`src/rtl/interrupt_controller_if.sv`:
```
// CPU/MCU-facing bundle of the interrupt controller: source pulses, register
// writes, instruction-boundary info, and the dispatch request/acknowledge pair.
interface interrupt_controller_if #(
  parameter int NUM_SOURCES = 5
);
  logic [NUM_SOURCES-1:0] iSources;
  logic                   iMcuWe;
  logic [3:0]             iMcuRegSelect;
  logic                   iIeWe;
  logic [7:0]             iMcuWriteData;
  logic                   iEof;
  logic [7:0]             iOpcode;
  logic                   iAck;
  logic [7:0]             oIf;
  logic [7:0]             oIe;
  logic                   oIme;
  logic                   oIrqRequest;
  logic [7:0]             oIrqVector;
  logic                   oWakeup;

  modport master (
    output iSources, iMcuWe, iMcuRegSelect, iIeWe, iMcuWriteData,
           iEof, iOpcode, iAck,
    input  oIf, oIe, oIme, oIrqRequest, oIrqVector, oWakeup
  );

  modport slave (
    input  iSources, iMcuWe, iMcuRegSelect, iIeWe, iMcuWriteData,
           iEof, iOpcode, iAck,
    output oIf, oIe, oIme, oIrqRequest, oIrqVector, oWakeup
  );
endinterface

```
`src/rtl/interrupt_controller.sv`:
```
// Interrupt controller: owns IF/IE/IME, arbitrates pending sources at instruction
// boundaries and hands one latched vector to the CPU via request/acknowledge.
module interrupt_controller #(
  parameter int         NUM_SOURCES   = 5,
  parameter logic [7:0] VECTOR_BASE   = 8'h40,
  parameter logic [7:0] VECTOR_STRIDE = 8'h08
) (
  input  logic                  iClock,
  input  logic                  iReset,
  interrupt_controller_if.slave bus
);

  localparam int         IDX_W   = $clog2(NUM_SOURCES);
  localparam logic [7:0] OP_EI   = 8'hFB;
  localparam logic [7:0] OP_DI   = 8'hF3;
  localparam logic [7:0] OP_RETI = 8'hD9;

  typedef enum logic [1:0] {IDLE, REQ, SERVICE} state_t;

  state_t                 stateQ, stateD;
  logic [NUM_SOURCES-1:0] ifQ, ifD;
  logic [7:0]             ieQ, ieD;
  logic                   imeQ, imeD;
  logic                   eiPendingQ, eiPendingD;
  logic [IDX_W-1:0]       idxQ, idxD;
  logic [7:0]             vectorQ, vectorD;

  logic [NUM_SOURCES-1:0] pending;
  logic [NUM_SOURCES-1:0] setMask;
  logic [NUM_SOURCES-1:0] clrMask;
  logic [NUM_SOURCES-1:0] ackMask;
  logic [IDX_W-1:0]       grantIdx;
  logic                   ackFire;
  logic                   ifWrite;
  logic                   imeEligible;

  always_ff @(posedge iClock) begin
    if (iReset) begin
      stateQ     <= IDLE;
      ifQ        <= '0;
      ieQ        <= '0;
      imeQ       <= 1'b0;
      eiPendingQ <= 1'b0;
      idxQ       <= '0;
      vectorQ    <= '0;
    end else begin
      stateQ     <= stateD;
      ifQ        <= ifD;
      ieQ        <= ieD;
      imeQ       <= imeD;
      eiPendingQ <= eiPendingD;
      idxQ       <= idxD;
      vectorQ    <= vectorD;
    end
  end

  always_comb begin
    stateD     = stateQ;
    idxD       = idxQ;
    vectorD    = vectorQ;
    imeD       = imeQ;
    eiPendingD = eiPendingQ;
    ieD        = bus.iIeWe ? bus.iMcuWriteData : ieQ;

    pending = ifQ & ieQ[NUM_SOURCES-1:0];
    ackFire = (stateQ == REQ) && bus.iAck;
    ifWrite = bus.iMcuWe && (bus.iMcuRegSelect == 4'hF);

    // Sets are OR-ed in last so a same-cycle source pulse beats any clear.
    ackMask = '0;
    if (ackFire) ackMask[idxQ] = 1'b1;
    setMask = bus.iSources;
    clrMask = ackMask;
    if (ifWrite) begin
      setMask = setMask | bus.iMcuWriteData[NUM_SOURCES-1:0];
      clrMask = clrMask | ~bus.iMcuWriteData[NUM_SOURCES-1:0];
    end
    ifD = (ifQ & ~clrMask) | setMask;

    if (bus.iEof) begin
      if (eiPendingQ) begin
        imeD       = 1'b1;
        eiPendingD = 1'b0;
      end
      case (bus.iOpcode)
        OP_EI:   eiPendingD = 1'b1;
        OP_DI: begin
          imeD       = 1'b0;
          eiPendingD = 1'b0;
        end
        OP_RETI: imeD = 1'b1;
        default: ;
      endcase
    end
    if (ackFire) begin
      imeD       = 1'b0;
      eiPendingD = 1'b0;
    end

    // A matured EI counts as enabled for this boundary unless the retiring opcode is DI.
    imeEligible = imeQ || (eiPendingQ && (bus.iOpcode != OP_DI));

    grantIdx = '0;
    for (int i = NUM_SOURCES - 1; i >= 0; i--) begin
      if (pending[i]) grantIdx = IDX_W'(i);
    end

    case (stateQ)
      IDLE: begin
        if (bus.iEof && imeEligible && (|pending)) begin
          stateD  = REQ;
          idxD    = grantIdx;
          vectorD = VECTOR_BASE + 8'(grantIdx) * VECTOR_STRIDE;
        end
      end
      REQ: begin
        if (ackFire) stateD = SERVICE;
      end
      SERVICE: stateD = IDLE;
      default: stateD = IDLE;
    endcase
  end

  assign bus.oIf         = {{(8 - NUM_SOURCES){1'b1}}, ifQ};
  assign bus.oIe         = ieQ;
  assign bus.oIme        = imeQ;
  assign bus.oIrqRequest = (stateQ == REQ);
  assign bus.oIrqVector  = vectorQ;
  assign bus.oWakeup     = |pending;

endmodule

```
`src/flat_wrapper.sv`:
```
// flat-port wrapper written by rule: the top's interface ports become plain ports
module interrupt_controller_flat 
#(
  parameter int         NUM_SOURCES   = 5,
  parameter logic [7:0] VECTOR_BASE   = 8'h40,
  parameter logic [7:0] VECTOR_STRIDE = 8'h08
)
  (iClock, iReset, bus_iSources, bus_iMcuWe, bus_iMcuRegSelect, bus_iIeWe, bus_iMcuWriteData, bus_iEof, bus_iOpcode, bus_iAck, bus_oIf, bus_oIe, bus_oIme, bus_oIrqRequest, bus_oIrqVector, bus_oWakeup);
  interrupt_controller_if #(.NUM_SOURCES(NUM_SOURCES)) bus_i ();
  input  logic iClock;
  input  logic iReset;
  input wire logic [$bits(bus_i.iSources)-1:0] bus_iSources;
  input wire logic [$bits(bus_i.iMcuWe)-1:0] bus_iMcuWe;
  input wire logic [$bits(bus_i.iMcuRegSelect)-1:0] bus_iMcuRegSelect;
  input wire logic [$bits(bus_i.iIeWe)-1:0] bus_iIeWe;
  input wire logic [$bits(bus_i.iMcuWriteData)-1:0] bus_iMcuWriteData;
  input wire logic [$bits(bus_i.iEof)-1:0] bus_iEof;
  input wire logic [$bits(bus_i.iOpcode)-1:0] bus_iOpcode;
  input wire logic [$bits(bus_i.iAck)-1:0] bus_iAck;
  output wire logic [$bits(bus_i.oIf)-1:0] bus_oIf;
  output wire logic [$bits(bus_i.oIe)-1:0] bus_oIe;
  output wire logic [$bits(bus_i.oIme)-1:0] bus_oIme;
  output wire logic [$bits(bus_i.oIrqRequest)-1:0] bus_oIrqRequest;
  output wire logic [$bits(bus_i.oIrqVector)-1:0] bus_oIrqVector;
  output wire logic [$bits(bus_i.oWakeup)-1:0] bus_oWakeup;
  assign bus_i.iSources = bus_iSources;
  assign bus_i.iMcuWe = bus_iMcuWe;
  assign bus_i.iMcuRegSelect = bus_iMcuRegSelect;
  assign bus_i.iIeWe = bus_iIeWe;
  assign bus_i.iMcuWriteData = bus_iMcuWriteData;
  assign bus_i.iEof = bus_iEof;
  assign bus_i.iOpcode = bus_iOpcode;
  assign bus_i.iAck = bus_iAck;
  assign bus_oIf = bus_i.oIf;
  assign bus_oIe = bus_i.oIe;
  assign bus_oIme = bus_i.oIme;
  assign bus_oIrqRequest = bus_i.oIrqRequest;
  assign bus_oIrqVector = bus_i.oIrqVector;
  assign bus_oWakeup = bus_i.oWakeup;
  interrupt_controller #(.NUM_SOURCES(NUM_SOURCES), .VECTOR_BASE(VECTOR_BASE), .VECTOR_STRIDE(VECTOR_STRIDE)) u_core (.iClock(iClock), .iReset(iReset), .bus(bus_i));
endmodule
```
`config.mk`:
```
export PLATFORM = sky130hd
export DESIGN_NAME = interrupt_controller_flat
export DESIGN_NICKNAME = d
export VERILOG_FILES = /design/src/rtl/interrupt_controller_if.sv /design/src/rtl/interrupt_controller.sv /design/src/flat_wrapper.sv
export SDC_FILE = /design/constraint.sdc
export NUM_CORES = 1
export LEC_CHECK = 0
export BUFFER_PORTS_ARGS = -buffer_cell sky130_fd_sc_hd__buf_4
export CORE_ASPECT_RATIO = 0.6
export CORE_MARGIN = 2
export CORE_UTILIZATION = 38
export DETAILED_ROUTE_END_ITERATION = 12
export PLACE_DENSITY = 0.7
export SKIP_CTS_REPAIR_TIMING = 1
export SLEW_MARGIN = 0
export SYNTH_ARGS = -nofsm -noshare
export SYNTH_HDL_FRONTEND = slang
export SYNTH_SLANG_ARGS = --single-unit
```
`constraint.sdc`:
```
create_clock -name iClock -period 1.15 [get_ports iClock]
set_input_delay 0.2875 -clock iClock [delete_from_list [all_inputs] [get_ports iClock]]
set_output_delay 0.2875 -clock iClock [all_outputs]
set_load 0.03 [all_outputs]
```
[After elaboration in Yosys (flattened, before gate mapping)]
Index checks and enable logic that the tools add are counted.
Cells by class
  add/sub/neg operators: 1
  reductions and logical operators: 14
  order comparisons: 2
  equality and inequality tests: 8
  bitwise gates (word level): 7
  multiplexer cells: 16
Operators by type and width (count)
  $eq A8 B8 Y1 const B: 3
  $mux W3: 5
  $mux W5: 3
  $or A5 B5 Y5: 3
  $and A5 B5 Y5: 2
  $not A5 Y5: 2
  $add A7 B6 Y8 const A: 1
  $ne A8 B8 Y1 const B: 1
  $logic_and A1 B1 Y1: 6
  $reduce_and A2 Y1: 3
  $reduce_or A5 Y1: 1
  $eq A4 B4 Y1 const B: 1
  $lt A3 B4 Y1 const B: 1
  $mux W2: 2
  $ne A2 B1 Y1 const B: 2
  $pmux W2 S2: 1
  $demux W1 S3: 1
  $ge A3 B1 Y1 const B: 1
  $mux W1: 3
  $reduce_bool A3 Y1: 1
  $eq A2 B1 Y1 const B: 1
  $logic_not A2 Y1: 1
  $pmux W1 S2: 1
  $reduce_or A2 Y1: 1
  $logic_or A1 B1 Y1: 1
Word-level totals
  output and inout port bits: 27
  bits in registers: 28

[Logic depth before layout (Yosys ltp)]
  depth in word-level cells: 10
  gate-level depth with buffers: 4
  mapped depth without buffers: 4

[Worst setup path after synthesis]
OpenSTA, ideal clock, no wires.
  kind: register to register
  from: register u_core.ifQ[3]
  to: register u_core.vectorQ[5], in the netlist u_core.bus.oIrqVector[5]
  data arrival time: 1.449 ns
  data required time: 1.078 ns
  period minus slack after synthesis: 1.521 ns
  library setup time: 0.072 ns
  setup slack: -0.371 ns
  stages on the path, launching flop included: 5
  cells stage by stage: dfxtp_1 a22oi_1 nand3_1 o211ai_2 mux2i_1
Between the ends
  elaborated cells between the ends (all ways): 9
RTL lines
  from (decl): line interrupt_controller.sv:21  | logic [NUM_SOURCES-1:0] ifQ, ifD;
  from (signal assigned): line interrupt_controller.sv:48  | ifQ <= ifD;
  $and A5 B5 Y5: line interrupt_controller.sv:65  | pending = ifQ & ieQ[NUM_SOURCES-1:0];
  $reduce_or A5 Y1
  via bus_oWakeup: line flat_wrapper.sv:25  | output wire logic [$bits(bus_i.oWakeup)-1:0] bus_oWakeup;
  $logic_and A1 B1 Y1: line interrupt_controller.sv:110  | if (bus.iEof && imeEligible && (|pending)) begin
  $reduce_and A2 Y1 (no source line)
  to (signal assigned): line interrupt_controller.sv:53  | vectorQ <= vectorD;
  to (decl): line interrupt_controller.sv:26  | logic [7:0] vectorQ, vectorD;
The timed path passes the listed nets, and every way through them passes these cells.
A chain may end at the register's enable or synchronous reset.

[Worst setup path after layout]
  from: register u_core.ifQ[1]
  to: output bus_oWakeup
Between the ends
  longest elaborated chain between the ends: 2
RTL lines
  $and A5 B5 Y5: line interrupt_controller.sv:65
  $reduce_or A5 Y1: line interrupt_controller.sv:129  | assign bus.oWakeup = |pending;
  to (decl): line flat_wrapper.sv:25
Every way passes these cells.

==> run_results.csv <==
group,metric,value,unit
placement,port_buffers,50,
critical_path,worstSetupPathType,"reg2out",
cts,cts_tree,"done",
yosys,synth_area_leaders,"dfxtp_1, mux2i_1, a21oi_1, buf_4, nand3_1",
sta,setup_viol_count_final,8,
detailed_routing,num_vias,1052,
critical_path,cp.arrival,1.14,ns
outcome,status,"finished with violations",
critical_path,cp_slowest_cell,"dfxtp_2",
power_and_ir_drop,power.leakage,0.825,nW
detailed_routing,wl_per_cell,13.7,µm
sta,hold_viol_final,0,
cts,numClockSinks,21,
critical_path,endpoint_kind,"output pin",
placement,dp_hpwl,2320,µm
detailed_routing,detail_route.wirelength,2940,µm
finish,finalNonFillerCells,214,
cts,cts_buffers,3,
die,die_w,70.3,µm
sta,fin_worst_skew,0.00474,ns
die,fp.coreArea,2500,µm²
finish,fin_area,1730,µm²
die,ioPinCount,58,
cts,clk_latency,0.26,ns
cts,cts-root-buf,"clkbuf_8",
critical_path,crit_required,0.86,ns
global_route,grt_max_degree,16,
yosys,yosysWarnings,0,
detailed_routing,viasPerCell,4.92,
yosys,synthArstFlopShare,0,
cts,h-tree-depth,1,
yosys,syn_inst,111,
power_and_ir_drop,ir_worst_vdd,0.547,mV
yosys,synth.avg_cell_area,9.02,µm²
sta,rsz0062_at_grt,"true",
sta,setup_slack,-0.281,ns
placement,placed_cells,206,
min_path,hold_class,"in2reg",
detailed_routing,drtAntennaViolNets,0,
yosys,synth_edf_count,0,
sta,max_freq,699,MHz
finish,drive_gt1_frac,0.555,
critical_path,crit_path_start_kind,"register",
sta,slew_viol_final,0,
sta,min_period,1.43,ns
outcome,violations,"negative setup slack",
detailed_routing,first_pass_iters,4,
detailed_routing,drcViolationCount,0,
placement,place.gp.congestion,0.843,
finish,syn_to_final_growth,72.8,%
cts,path_clk_slew,0.07,ns
die,initial_core_util,0.400,
yosys,synth-seq-area-share,0.420,
placement,post_dp_cell_area,1550,µm²
global_route,grt_pass1_wl,4330,µm
detailed_routing,drt_iter0_markers,52,
finish,fin_util,0.690,
finish,antenna_cells,0,
global_route,track_usage,0.178,
yosys,ys.flop_type,"dfxtp_1",
die,die_area,3070,µm²
finish,nets,214,
yosys,synthesis.area,1000,µm²
finish,fillers,189,
cts,clk_path_buf_depth,2,
job,maxCapViolations,0,
sta,fin_crit_sh,1.24,
global_route,overflow,0,
critical_path,crit_chain,"a22oi_2 > nand3_4 > buf_6",
die,rows,14,
power_and_ir_drop,powerDensity,982,nW/µm²
critical_path,cpPeakStageDelay,0.33,ns
yosys,synth_seq_cells,21,
yosys,netlist.top_cell.by_area,"dfxtp_1",
global_route,grt_pass1_vias,962,
yosys,synth_top_area_frac,0.420,
global_route,antenna_found_initial,0,
critical_path,worst-path-max-fanout,3,
die,die_y,43.8,µm
yosys,synth.distinct_cells,30,
-- final timing paths --
kind                                          from                                     to  slack [ns]  cells after the start
min reg2reg  u_core.bus.oIrqVector[6]$_SDFFE_PP0P_  u_core.bus.oIrqVector[6]$_SDFFE_PP0P_        0.46                      2
max                       u_core.ifQ[1]$_SDFF_PP0_                            bus_oWakeup       -0.28                      3
min                                         iReset         u_core.bus.oIe[1]$_SDFFE_PP0P_        0.22                      2
max reg2reg               u_core.ifQ[1]$_SDFF_PP0_  u_core.bus.oIrqVector[5]$_SDFFE_PP0P_       -0.15                      5
-- registers in the layout (all words and copies together) (netlist names) --
name                   cells
u_core.ifQ                 5
u_core.idxQ                2
u_core.bus.oIrqVector      2
u_core.bus.oIe             8
u_core.bus.oIme            1
u_core.eiPendingQ          1
u_core.stateQ              2
-- metal layers --
layer | vias to the layer above | part of all wire | global-route usage
met1 | 481 | 0.46 | 0.240
li1 | 528 | - | -
met3 | 2 | 0.062 | 0.0605
met2 | 41 | 0.47 | 0.287
met4 | 0 | 0.0027 | 0.0269
met5 | - | 0 | 0
-- placed cells by master, fill, tap and decap left out, drive strengths merged --
cell type  instances
a211o              1
a21boi             1
a21oi             13
a221oi             1
a22oi              2
a32oi              1
a41o               1
and3               3
and4b              2
and4bb             1
buf               72
clkbuf             3
clkinv             1
conb               7
dfxtp             21
inv                1
mux2i             11
nand2              5
nand2b             5
nand3              9
nand3b             1
nand4              2
nor2              12
nor2b              1
nor3b              1
nor4bb             1
o211ai             2
or3b               1
-- synthesized netlist by cell type, types with 2 or more instances --
library cell and count:
buf_2 2, a21oi_1 13, conb_1 2, nand4_1 2, and4b_1 2, nand2b_1 5, nand2_1 5, nand3_1 9
and3_1 3, mux2i_1 11, nor2_1 12, buf_4 7, dfxtp_1 21
-- critical path: cells and delay by family, from the launching register on --
kind	cells	cell delay, ns
buffers and inverters	1	0.15
AOI/OAI and AO/OA	1	0.29
DFF	1	0.33
and+or+nand+nor	1	0.11
-- cell families after synthesis --
kind of cell	Yosys count	synth area share
AND/OR/NAND/NOR	44	0.244
multiplexers	11	0.110
flip-flops	21	0.420
other	2	0.00750
AO/OA/AOI/OAI	22	0.149
buffers and inverters	11	0.0700
-- area by class of cell --
cell class / instances / area (µm²) / share of cell area
multi-input combinational: 84 / 576 / 0.333
tap: 32 / 40.0 / 0.0232
sequential: 21 / 448 / 0.259
clock buffer: 3 / 41.3 / 0.0239
clock inverter: 1 / 5.00 / 0.00289
timing repair buffer: 72 / 616 / 0.356
inverter: 1 / 3.75 / 0.00217
-- through the flow --
step | power, mW | setup WS [ns] | hold WS [ns] | setup TNS (ns)
2_1_floorplan | 1.01 | -0.0735 | 0.399 | -0.322
5_1_grt | 1.78 | -0.340 | 0.229 | -1.64
3_3_place_gp | 1.19 | -0.164 | 0.438 | -1.25
4_1_cts | 1.67 | -0.325 | 0.211 | -0.924
3_5_place_dp | 1.20 | -0.229 | 0.444 | -1.59
6_report | 1.70 | -0.281 | 0.220 | -0.979
-- report_power, final --
part           switching (mW)  total [mW]  internal, mW
Combinational           0.219       0.445         0.226
Sequential             0.0244       0.781         0.757
Clock                   0.231       0.472         0.241
Total                   0.474        1.70          1.22
No activity file was read; power rests on OpenSTA's default activity.
